$ cat src/rtl/ram_bist_pkg.sv
// ram_bist_pkg
//   Shared types and constants for the March C- RAM BIST controller.
//   - bist_state_e  : controller FSM states
//   - march_elem_t  : one March element (direction, read/expect, write/value)
//   - march_elem()  : element table indexed by phase
//   - NUM_PHASES    : number of March elements in the sequence
//   - ERR_SAT       : saturation value of the mismatch counter
package ram_bist_pkg;

  localparam int PHASE_W = 3;
  localparam logic [PHASE_W-1:0] NUM_PHASES = 3'd6;
  localparam logic [7:0] ERR_SAT = 8'd255;

  typedef enum logic [2:0] {
    ST_IDLE = 3'd0,
    ST_WR   = 3'd1,
    ST_RD   = 3'd2,
    ST_CMP  = 3'd3,
    ST_DONE = 3'd4
  } bist_state_e;

  // rd_inv / wr_inv select the inverted background (~BG) instead of BG.
  typedef struct packed {
    logic down;
    logic has_rd;
    logic rd_inv;
    logic has_wr;
    logic wr_inv;
  } march_elem_t;

  // March C-: {up W0} {up R0 W1} {up R1 W0} {down R0 W1} {down R1 W0} {up R0}
  function automatic march_elem_t march_elem(input logic [PHASE_W-1:0] phase);
    march_elem_t e;
    case (phase)
      3'd0:    e = '{down: 1'b0, has_rd: 1'b0, rd_inv: 1'b0, has_wr: 1'b1, wr_inv: 1'b0};
      3'd1:    e = '{down: 1'b0, has_rd: 1'b1, rd_inv: 1'b0, has_wr: 1'b1, wr_inv: 1'b1};
      3'd2:    e = '{down: 1'b0, has_rd: 1'b1, rd_inv: 1'b1, has_wr: 1'b1, wr_inv: 1'b0};
      3'd3:    e = '{down: 1'b1, has_rd: 1'b1, rd_inv: 1'b0, has_wr: 1'b1, wr_inv: 1'b1};
      3'd4:    e = '{down: 1'b1, has_rd: 1'b1, rd_inv: 1'b1, has_wr: 1'b1, wr_inv: 1'b0};
      3'd5:    e = '{down: 1'b0, has_rd: 1'b1, rd_inv: 1'b0, has_wr: 1'b0, wr_inv: 1'b0};
      default: e = '{down: 1'b0, has_rd: 1'b0, rd_inv: 1'b0, has_wr: 1'b0, wr_inv: 1'b0};
    endcase
    return e;
  endfunction

endpackage

$ cat src/rtl/ram_bist_ctrl_if.sv
// ram_bist_ctrl_if
//   Groups the BIST control/status signals and the RAM port it drives.
//   master : the BIST controller (drives status and RAM we/addr/din)
//   slave  : the surrounding system (drives start, returns RAM dout)
interface ram_bist_ctrl_if #(
  parameter int AW = 4,
  parameter int DW = 8
);
  logic          start;
  logic          busy;
  logic          done;
  logic          pass;
  logic [AW-1:0] fail_addr;
  logic [DW-1:0] fail_data;
  logic [7:0]    err_count;
  logic          ram_we;
  logic [AW-1:0] ram_addr;
  logic [DW-1:0] ram_din;
  logic [DW-1:0] ram_dout;

  modport master (
    input  start, ram_dout,
    output busy, done, pass, fail_addr, fail_data, err_count,
           ram_we, ram_addr, ram_din
  );

  modport slave (
    output start, ram_dout,
    input  busy, done, pass, fail_addr, fail_data, err_count,
           ram_we, ram_addr, ram_din
  );
endinterface

$ cat src/rtl/ram_bist_addr_gen.sv
// ram_bist_addr_gen
//   Up/down address counter for the March sequence.
//   load_i      : load start address of a new element (0 when up, max when down)
//   load_down_i : direction of the element being loaded
//   step_i      : advance one address in the latched direction
//   addr_o      : current address (registered)
//   last_o      : current address is the final one of the element
module ram_bist_addr_gen #(
  parameter int AW = 4
) (
  input  logic          clk,
  input  logic          rst_n,
  input  logic          load_i,
  input  logic          load_down_i,
  input  logic          step_i,
  output logic [AW-1:0] addr_o,
  output logic          last_o
);

  localparam logic [AW-1:0] ADDR_ZERO = {AW{1'b0}};
  localparam logic [AW-1:0] ADDR_MAX  = {AW{1'b1}};
  localparam logic [AW-1:0] ADDR_ONE  = {{(AW-1){1'b0}}, 1'b1};

  logic [AW-1:0] addr_q, addr_d;
  logic          down_q, down_d;

  // Next address: load has priority over step.
  always_comb begin
    addr_d = addr_q;
    down_d = down_q;
    if (load_i) begin
      down_d = load_down_i;
      addr_d = load_down_i ? ADDR_MAX : ADDR_ZERO;
    end else if (step_i) begin
      addr_d = down_q ? (addr_q - ADDR_ONE) : (addr_q + ADDR_ONE);
    end else begin
      addr_d = addr_q;
    end
  end

  // Address and direction registers.
  always_ff @(posedge clk or negedge rst_n) begin
    if (!rst_n) begin
      addr_q <= ADDR_ZERO;
      down_q <= 1'b0;
    end else begin
      addr_q <= addr_d;
      down_q <= down_d;
    end
  end

  assign addr_o = addr_q;
  assign last_o = down_q ? (addr_q == ADDR_ZERO) : (addr_q == ADDR_MAX);

endmodule

$ cat src/rtl/ram_bist_ctrl.sv
// ram_bist_ctrl
//   March C- self-test engine placed in front of a synchronous RAM.
//   clk, rst_n : clock (rising edge), asynchronous active-low reset
//   bus.start  : run request, honoured only in IDLE
//   bus.busy/done/pass/fail_addr/fail_data/err_count : run status
//   bus.ram_we/ram_addr/ram_din : RAM write/address/data, decoded only from
//                 state, phase and address registers
//   bus.ram_dout : RAM read data, valid in the cycle after a read address
module ram_bist_ctrl
  import ram_bist_pkg::*;
#(
  parameter int            AW = 4,
  parameter int            DW = 8,
  parameter logic [DW-1:0] BG = 8'h00
) (
  input logic         clk,
  input logic         rst_n,
  ram_bist_ctrl_if.master bus
);

  localparam logic [AW-1:0] ADDR_ZERO = {AW{1'b0}};
  localparam logic [DW-1:0] DATA_ZERO = {DW{1'b0}};

  bist_state_e          state_q, state_d;
  logic [PHASE_W-1:0]   phase_q, phase_d;
  logic                 busy_q, busy_d;
  logic                 done_q, done_d;
  logic                 pass_q, pass_d;
  logic [AW-1:0]        fail_addr_q, fail_addr_d;
  logic [DW-1:0]        fail_data_q, fail_data_d;
  logic [7:0]           err_count_q, err_count_d;

  logic                 addr_load_s, addr_load_down_s, addr_step_s;
  logic [AW-1:0]        addr_s;
  logic                 addr_last_s;
  march_elem_t          cur_elem_s, nxt_elem_s;
  logic [DW-1:0]        rd_exp_s, wr_val_s, diff_s;
  logic                 mismatch_s;

  ram_bist_addr_gen #(.AW(AW)) u_addr_gen (
    .clk         (clk),
    .rst_n       (rst_n),
    .load_i      (addr_load_s),
    .load_down_i (addr_load_down_s),
    .step_i      (addr_step_s),
    .addr_o      (addr_s),
    .last_o      (addr_last_s)
  );

  // Element decode and read comparison for the current phase.
  always_comb begin
    cur_elem_s = march_elem(phase_q);
    nxt_elem_s = march_elem(phase_q + 3'd1);
    rd_exp_s   = cur_elem_s.rd_inv ? ~BG : BG;
    wr_val_s   = cur_elem_s.wr_inv ? ~BG : BG;
    diff_s     = bus.ram_dout ^ rd_exp_s;
    mismatch_s = (state_q == ST_CMP) && cur_elem_s.has_rd && (diff_s != DATA_ZERO);
  end

  // RAM port decode: the compare cycle doubles as the write-back cycle.
  always_comb begin
    bus.ram_we   = 1'b0;
    bus.ram_addr = ADDR_ZERO;
    bus.ram_din  = DATA_ZERO;
    case (state_q)
      ST_WR: begin
        bus.ram_we   = 1'b1;
        bus.ram_addr = addr_s;
        bus.ram_din  = wr_val_s;
      end
      ST_RD: begin
        bus.ram_addr = addr_s;
      end
      ST_CMP: begin
        bus.ram_addr = addr_s;
        if (cur_elem_s.has_wr) begin
          bus.ram_we  = 1'b1;
          bus.ram_din = wr_val_s;
        end else begin
          bus.ram_we  = 1'b0;
        end
      end
      default: begin
        bus.ram_we = 1'b0;
      end
    endcase
  end

  // Next-state, sequencing and result bookkeeping.
  always_comb begin
    state_d          = state_q;
    phase_d          = phase_q;
    busy_d           = busy_q;
    done_d           = 1'b0;
    pass_d           = pass_q;
    fail_addr_d      = fail_addr_q;
    fail_data_d      = fail_data_q;
    err_count_d      = err_count_q;
    addr_load_s      = 1'b0;
    addr_load_down_s = 1'b0;
    addr_step_s      = 1'b0;

    // A zero counter means no earlier mismatch in this run, since the
    // counter only ever grows until the next start clears it.
    if (mismatch_s) begin
      if (err_count_q == 8'd0) begin
        fail_addr_d = addr_s;
        fail_data_d = diff_s;
      end else begin
        fail_addr_d = fail_addr_q;
      end
      if (err_count_q != ERR_SAT) begin
        err_count_d = err_count_q + 8'd1;
      end else begin
        err_count_d = err_count_q;
      end
    end else begin
      err_count_d = err_count_q;
    end

    case (state_q)
      ST_IDLE: begin
        if (bus.start) begin
          state_d          = ST_WR;
          phase_d          = 3'd0;
          addr_load_s      = 1'b1;
          addr_load_down_s = march_elem(3'd0).down;
          busy_d           = 1'b1;
          pass_d           = 1'b0;
          fail_addr_d      = ADDR_ZERO;
          fail_data_d      = DATA_ZERO;
          err_count_d      = 8'd0;
        end else begin
          state_d = ST_IDLE;
        end
      end
      ST_WR: begin
        if (addr_last_s) begin
          phase_d          = phase_q + 3'd1;
          addr_load_s      = 1'b1;
          addr_load_down_s = nxt_elem_s.down;
          state_d          = nxt_elem_s.has_rd ? ST_RD : ST_WR;
        end else begin
          addr_step_s = 1'b1;
        end
      end
      ST_RD: begin
        state_d = ST_CMP;
      end
      ST_CMP: begin
        if (addr_last_s) begin
          if (phase_q == (NUM_PHASES - 3'd1)) begin
            state_d = ST_DONE;
            busy_d  = 1'b0;
            done_d  = 1'b1;
            // Uses the updated count so a mismatch on the final read counts.
            pass_d  = (err_count_d == 8'd0);
          end else begin
            phase_d          = phase_q + 3'd1;
            addr_load_s      = 1'b1;
            addr_load_down_s = nxt_elem_s.down;
            state_d          = nxt_elem_s.has_rd ? ST_RD : ST_WR;
          end
        end else begin
          addr_step_s = 1'b1;
          state_d     = ST_RD;
        end
      end
      ST_DONE: begin
        state_d = ST_IDLE;
      end
      default: begin
        state_d = ST_IDLE;
        busy_d  = 1'b0;
      end
    endcase
  end

  // State and status registers.
  always_ff @(posedge clk or negedge rst_n) begin
    if (!rst_n) begin
      state_q     <= ST_IDLE;
      phase_q     <= 3'd0;
      busy_q      <= 1'b0;
      done_q      <= 1'b0;
      pass_q      <= 1'b0;
      fail_addr_q <= ADDR_ZERO;
      fail_data_q <= DATA_ZERO;
      err_count_q <= 8'd0;
    end else begin
      state_q     <= state_d;
      phase_q     <= phase_d;
      busy_q      <= busy_d;
      done_q      <= done_d;
      pass_q      <= pass_d;
      fail_addr_q <= fail_addr_d;
      fail_data_q <= fail_data_d;
      err_count_q <= err_count_d;
    end
  end

  assign bus.busy      = busy_q;
  assign bus.done      = done_q;
  assign bus.pass      = pass_q;
  assign bus.fail_addr = fail_addr_q;
  assign bus.fail_data = fail_data_q;
  assign bus.err_count = err_count_q;

endmodule

$ cat src/flat_wrapper.sv
// flat-port wrapper written by rule: the top's interface ports become plain ports
module ram_bist_ctrl_flat import ram_bist_pkg::*;
#(
  parameter int            AW = 4,
  parameter int            DW = 8,
  parameter logic [DW-1:0] BG = 8'h00
)
  (clk, rst_n, bus_start, bus_ram_dout, bus_busy, bus_done, bus_pass, bus_fail_addr, bus_fail_data, bus_err_count, bus_ram_we, bus_ram_addr, bus_ram_din);
  ram_bist_ctrl_if #(.AW(AW), .DW(DW)) bus_i ();
  input logic clk;
  input logic rst_n;
  input wire logic [$bits(bus_i.start)-1:0] bus_start;
  input wire logic [$bits(bus_i.ram_dout)-1:0] bus_ram_dout;
  output wire logic [$bits(bus_i.busy)-1:0] bus_busy;
  output wire logic [$bits(bus_i.done)-1:0] bus_done;
  output wire logic [$bits(bus_i.pass)-1:0] bus_pass;
  output wire logic [$bits(bus_i.fail_addr)-1:0] bus_fail_addr;
  output wire logic [$bits(bus_i.fail_data)-1:0] bus_fail_data;
  output wire logic [$bits(bus_i.err_count)-1:0] bus_err_count;
  output wire logic [$bits(bus_i.ram_we)-1:0] bus_ram_we;
  output wire logic [$bits(bus_i.ram_addr)-1:0] bus_ram_addr;
  output wire logic [$bits(bus_i.ram_din)-1:0] bus_ram_din;
  assign bus_i.start = bus_start;
  assign bus_i.ram_dout = bus_ram_dout;
  assign bus_busy = bus_i.busy;
  assign bus_done = bus_i.done;
  assign bus_pass = bus_i.pass;
  assign bus_fail_addr = bus_i.fail_addr;
  assign bus_fail_data = bus_i.fail_data;
  assign bus_err_count = bus_i.err_count;
  assign bus_ram_we = bus_i.ram_we;
  assign bus_ram_addr = bus_i.ram_addr;
  assign bus_ram_din = bus_i.ram_din;
  ram_bist_ctrl #(.AW(AW), .DW(DW), .BG(BG)) u_core (.clk(clk), .rst_n(rst_n), .bus(bus_i));
endmodule
$ cat config.mk
export PLATFORM = sky130hd
export DESIGN_NAME = ram_bist_ctrl_flat
export DESIGN_NICKNAME = d
export VERILOG_FILES = /design/src/rtl/ram_bist_pkg.sv /design/src/rtl/ram_bist_ctrl_if.sv /design/src/rtl/ram_bist_addr_gen.sv /design/src/rtl/ram_bist_ctrl.sv /design/src/flat_wrapper.sv
export SDC_FILE = /design/constraint.sdc
export NUM_CORES = 1
export LEC_CHECK = 0
export BUFFER_PORTS_ARGS = -buffer_cell sky130_fd_sc_hd__clkbuf_2
export CORE_MARGIN = 2
export CORE_UTILIZATION = 55
export CTS_CLUSTER_SIZE = 30
export DETAILED_ROUTE_END_ITERATION = 7
export GPL_TIMING_DRIVEN = 0
export PLACE_DENSITY = 0.79
export SYNTH_ARGS = -nofsm -noshare
export SYNTH_HDL_FRONTEND = slang
export SYNTH_HIERARCHICAL = 1
export SYNTH_SLANG_ARGS = --single-unit
$ cat constraint.sdc
create_clock -name clk -period 6.01 [get_ports clk]
set_input_delay 0.9015 -clock clk [delete_from_list [all_inputs] [get_ports clk]]
set_output_delay 0.9015 -clock clk [all_outputs]
set_load 0.01 [all_outputs]
==> Word-level counts from Yosys, hierarchy flattened <==
Cells that the tools add are included.
{ "totals": {"wordCells": 114, "ff_bits": 34, "in_bits": 11} }
{ "op_classes": {"reduce_logical": 18, "bitwise_logic": 2, "eq_ne": 21, "addsub": 4, "muxes": 59} }
{ "op_table": {"columns": ["op", "count"], "rows": [
  ["two-way mux 8 bit", 11],
  ["two-way mux 4 bit", 9],
  ["case mux 5 bit (6 select lines)", 1],
  ["case mux 4 bit (6 select lines)", 1],
  ["two-way mux 1 bit", 21],
  ["two-way mux 3 bit", 7],
  ["equality test 3 x 2 -> 1 bit (second input constant)", 6],
  ["logical NOT 8 bit", 2],
  ["case mux 8 bit (2 select lines)", 1],
  ["equality test 3 bit (second input constant)", 5],
  ["case mux 3 bit (4 select lines)", 1],
  ["equality test 3 x 1 -> 1 bit (second input constant)", 3],
  ["logical NOT 3 bit", 3],
  ["case mux 3 bit (3 select lines)", 1],
  ["adder 8 x 1 -> 8 bit (second input constant)", 1],
  ["!= test 8 bit (second input constant)", 1],
  ["AND reduction 4 bit", 2],
  ["nonzero test 8 bit", 1],
  ["XOR 8 bit", 1],
  ["!= test 2 bit (second input constant)", 3],
  ["case mux 1 bit (2 select lines)", 3],
  ["case mux 1 bit (3 select lines)", 2],
  ["OR reduction 3 bit", 2],
  ["AND reduction 5 bit", 1],
  ["other kinds (12)", 15]
]} }

==> Depth between registers and ports, before layout <==
{ "logic_depth": {"depth_word": 11, "ltp_mapped": 12, "ltp_nobuf": 8} }

==> Modules after synthesis <==
The synthesis kept the hierarchy.
{ "modules_own_cells": {"columns": ["module", "n_inst", "seq_area_each_um2", "cells_per_inst", "area_per_inst_um2"], "rows": [
  ["ram_bist_ctrl", 1, 725.7, 212, 1925.6],
  ["ram_bist_addr_gen", 1, 125.1, 40, 374.1]
]} }

==> Worst setup path before layout <==
OpenSTA, ideal clock, no wires.
{ "synth_timing": {"path_kind": "input to register", "start": "input bus_ram_dout[7]", "end": "register u_core.fail_addr_q[0], in the netlist u_core/bus.fail_addr[0]", "path_stages": 9, "t_required_ns": 5.878, "path_slack_ns": 3.635, "setup_time_ns": 0.132, "arrival_time_ns": 2.243, "cell_sequence": "nand4_1 -> or3_4 -> and3_1 -> buf_6 -> and4_1 -> buf_6 -> buf_12 -> mux2i_1 -> nor2_1"} }
{ "synth_via": {"elab_chain_cells": 6} }
{ "synth_lines": {"columns": ["item", "line", "source"], "rows": [
  ["start, declared", "flat_wrapper.sv:13", "input wire logic [$bits(bus_i.ram_dout)-1:0] bus_ram_dout;"],
  ["XOR 8 bit *", "ram_bist_ctrl.sv:56", "diff_s = bus.ram_dout ^ rd_exp_s;"],
  ["nonzero test 8 bit *", "ram_bist_ctrl.sv:57", "mismatch_s = (state_q == ST_CMP) && cur_elem_s.has_rd && (diff_s != DATA_ZERO);"],
  ["logical AND 1 bit *", "ram_bist_ctrl.sv:57", null],
  ["two-way mux 4 bit *", "ram_bist_ctrl.sv:105", "if (mismatch_s) begin"],
  ["two-way mux 4 bit", "ram_bist_ctrl.sv:123", "if (bus.start) begin"],
  ["two-way mux 4 bit *", "ram_bist_ctrl.sv:121", "case (state_q)"],
  ["named net u_core.fail_addr_d[0]", "ram_bist_ctrl.sv:29", "logic [AW-1:0] fail_addr_q, fail_addr_d;"],
  ["end signal, assigned", "ram_bist_ctrl.sv:196", "fail_addr_q <= fail_addr_d;"],
  ["end, declared", "ram_bist_ctrl.sv:29", null]
]} }
Mark *: on every way through the listed nets, which the timed path passes. The rest lies on a longest branch.
A chain may end at the register's enable or synchronous reset.

==> Worst setup path in the final report <==
{ "layout_timing": {"start": "register u_core.phase_q[1]", "end": "output bus_ram_din[3]"} }
{ "layout_via": {"elab_chain_cells": 5, "word_cells_on_any_way": 10} }
{ "layout_lines": {"columns": ["item", "line", "source"], "rows": [
  ["start, declared", "ram_bist_ctrl.sv:25", "logic [PHASE_W-1:0] phase_q, phase_d;"],
  ["start signal, assigned", "ram_bist_ctrl.sv:192", "phase_q <= phase_d;"],
  ["equality test 3 bit, or another cell as far along", "ram_bist_pkg.sv:34", "case (phase)"],
  ["case mux 4 bit (6 select lines) *", "ram_bist_pkg.sv:34", null],
  ["two-way mux 8 bit", "ram_bist_ctrl.sv:55", "wr_val_s = cur_elem_s.wr_inv ? ~BG : BG;"],
  ["two-way mux 8 bit", "ram_bist_ctrl.sv:76", "if (cur_elem_s.has_wr) begin"],
  ["case mux 8 bit (2 select lines) *", "ram_bist_ctrl.sv:65", "case (state_q)"],
  ["end, declared", "flat_wrapper.sv:22", "output wire logic [$bits(bus_i.ram_din)-1:0] bus_ram_din;"]
]} }
Mark *: on every way between the ends. The rest lies on a longest branch, timed or not.

==> flow_metrics.tcl <==
set metrics [dict create \
    fin_cells 355 \
    status "finished clean" \
    drc_errors 0 \
    async_flop_share_pct 100 \
    layout-drive-gt1-share_pct 24.9 \
    cts_sinks 34 \
    rsz0062_at_grt "no" \
    track_usage_pct 23.1 \
    ys_warn_count 6 \
    ys_ff_latch 34 \
    numCtsBuffers 5 \
    worstPathArrival_ns 1.85 \
    clock_latency_ns 0.28 \
    synthCells 252 \
    wl_per_cell_um 13.7 \
    place_inst 348 \
    core_um2 4000 \
    clock.fmax_mhz 364 \
    clk_pin_slew_worst_paths_ns 0.07 \
    hold_viol_final 0 \
    grt_util_met2_pct 35.5 \
    final.period_utilization_pct 45.7 \
    num_vias 1935 \
    yosysSeqAreaShare_pct 37.0 \
    holdCritPathClass "reg -> reg" \
    grt_pass1_wl_um 8060 \
    use_met3_pct 4.06 \
    critPathCaptureType "output pin" \
    ios 47 \
    criticalPathCategory "reg -> out" \
    h-tree-depth 2 \
    skew_ns 0.00344 \
    slew_headroom_pct 43.0 \
    drv_cap 0 \
    drt_pass1_iterations 5 \
    ant_nets 0 \
    synthFlopType "dfrtp_1" \
    vias_per_cell 5.45 \
    area_growth_syn_to_layout_pct 16.1 \
    grt_pass1_vias 1743 \
    synth_top_area_cell "dfrtp_1" \
    synthTopCellsByArea "dfrtp_1, mux2i_1, nor2_1" \
    synth_cell_types 51 \
    cts_hold_buffers 0 \
    grt_max_degree 35 \
    drt_iter0_drc 117 \
    syn_area_per_cell_um2 9.13 \
    mostFrequentLayoutCells "clkbuf_2, nor2_1, dfrtp_1, mux2i_1, nand2_1" \
    final_common_cell "clkbuf_2" \
    setup_viol 0 \
    nets 328 \
    antennaDiodeCount 0 \
    cp-start-kind "flip-flop" \
    start_util_pct 57.5 \
    rows 23 \
    cts_resized 0 \
    grtUsageMet1_pct 32.2 \
    cts_tree "done" \
    crit_required_ns 5.11 \
    grt_overflow 0 \
    port_buffers 46 \
    synth_nets 275 \
    die_w_um 68.7 \
    power.leakage_nw 1.29 \
    ir_drop_uv 269 \
    critPathMaxFanout 8 \
    slew_viol_final 0 \
    worst_pin_slew_ns 0.856 \
    wl_um 4880 \
    min_period_ns 2.75 \
    post-dp-hpwl_um 3540 \
    yosys.area.top_type_share_pct 37.0 \
    die_height_um 68.7 \
    die-area_um2 4710 \
    grt_most_used_layer "met2" \
    antenna_found_initial 0 \
    cts.path.max_buffers 2 \
    synth_edf_count 0 \
    cts_root_buf "clkbuf_8" \
    routabilityCongestion 0.891 \
    setup_tns_ns 0 \
    power.density_nw_per_um2 281 \
    post-cts-setup-buffers 0 \
    syn_area_um2 2300 \
]
[cell usage after synthesis, types with 2 or more instances]
| cell type | instances |
|---|---|
| nor2_1 | 43 |
| dfrtp_1 | 34 |
| mux2i_1 | 18 |
| nand2_1 | 14 |
| ha_1 | 11 |
| inv_1 | 11 |
| a21oi_1 | 9 |
| nand3_1 | 9 |
| o21ai_0 | 9 |
| xnor2_1 | 9 |
| buf_4 | 8 |
| nand4_1 | 6 |
| and2_1 | 5 |
| clkbuf_1 | 5 |
| nand2b_1 | 5 |
| xor2_1 | 5 |
| a31oi_1 | 3 |
| buf_2 | 3 |
| buf_6 | 3 |
| nor3b_1 | 3 |
| o21a_1 | 3 |
| and4_1 | 2 |
| nor2b_1 | 2 |
| nor3_1 | 2 |
| nor4_1 | 2 |
| o31ai_1 | 2 |
| or4_1 | 2 |
[critical path, stage by stage, from the launching register on]
cell and delay (ns):
dfrtp_1 0.45, inv_1 0.11, ha_1 0.24, a21oi_1 0.09, nor2_1 0.38, buf_4 0.19, clkbuf_2 0.12
[area by class of cell]
cell class,instances,area [um2]
plain buffers,20,148
fillers,331,1330
flip-flops and latches,34,851
repair buffers,46,230
multi-input cells,186,1260
inverters,12,45.0
clock buffers,7,76.3
well taps,50,62.6
[metrics by stage]
step | utilization [%] | hold WS (ns) | cell area, um2 | setup slack (ns) | power [mW]
after floorplan | - | 0.493 | 2300 | 3.64 | 0.501
after global placement | 64.8 | 0.498 | 2590 | 3.36 | 0.587
after detailed placement | 64.8 | 0.497 | 2590 | 3.37 | 0.595
after CTS | 66.7 | 0.518 | 2670 | 3.22 | 0.757
after global routing | 66.7 | 0.549 | 2670 | 3.07 | 0.801
final | 66.7 | 0.513 | 2670 | 3.26 | 0.751
[logic make-up after synthesis]
kind of cell / after synthesis / synth area share (%)
compound gates: 38 / 11.2
xor+xnor: 14 / 5.33
fa+ha+maj: 12 / 6.86
buf+inv: 32 / 8.38
flops: 34 / 37.0
mux: 19 / 8.49
simple gates: 103 / 22.7
[worst paths after layout]
path	start	endpoint	slack, ns	cells past startpoint
min	u_core/bus.pass	u_core/bus.pass	0.51	2
max reg2reg	u_core/u_addr_gen/addr_o[0]	u_core/u_addr_gen/addr_o[3]	3.44	9
max in group asynchronous	rst_n	u_core/bus.fail_addr[1]	4.76	1
min in group asynchronous	rst_n	u_core/bus.err_count[2]	0.71	1
min reg2reg	u_core/bus.pass	u_core/bus.pass	0.51	2
max	u_core/phase_q[1]	bus_ram_din[3]	3.26	6
[flip-flops by register name (all words and copies together) (netlist names)]
name                      flops
u_core/bus.fail_data          8
u_core/phase_q                3
u_core/bus.done               1
u_core/u_addr_gen/down_q      1
u_core/u_addr_gen/addr_o      4
u_core/bus.pass               1
u_core/bus.err_count          8
u_core/state_q                3
u_core/bus.busy               1
u_core/bus.fail_addr          4
[routing by layer]
layer / share of wire (%) / up-vias / wire length (um)
met5: 0 / - / 0
met4: 1.8 / 0 / 86
met3: 5.2 / 8 / 253
met2: 44 / 55 / 2170
met1: 49 / 904 / 2370
li1: - / 968 / -
[where the power goes]
group	leakage [nW]	switching, mW	internal, mW
combinational	0.837	0.141	0.124
clock	0.0383	0.0805	0.0798
sequential	0.416	0.0394	0.287
(Power assumes the default switching activity.)
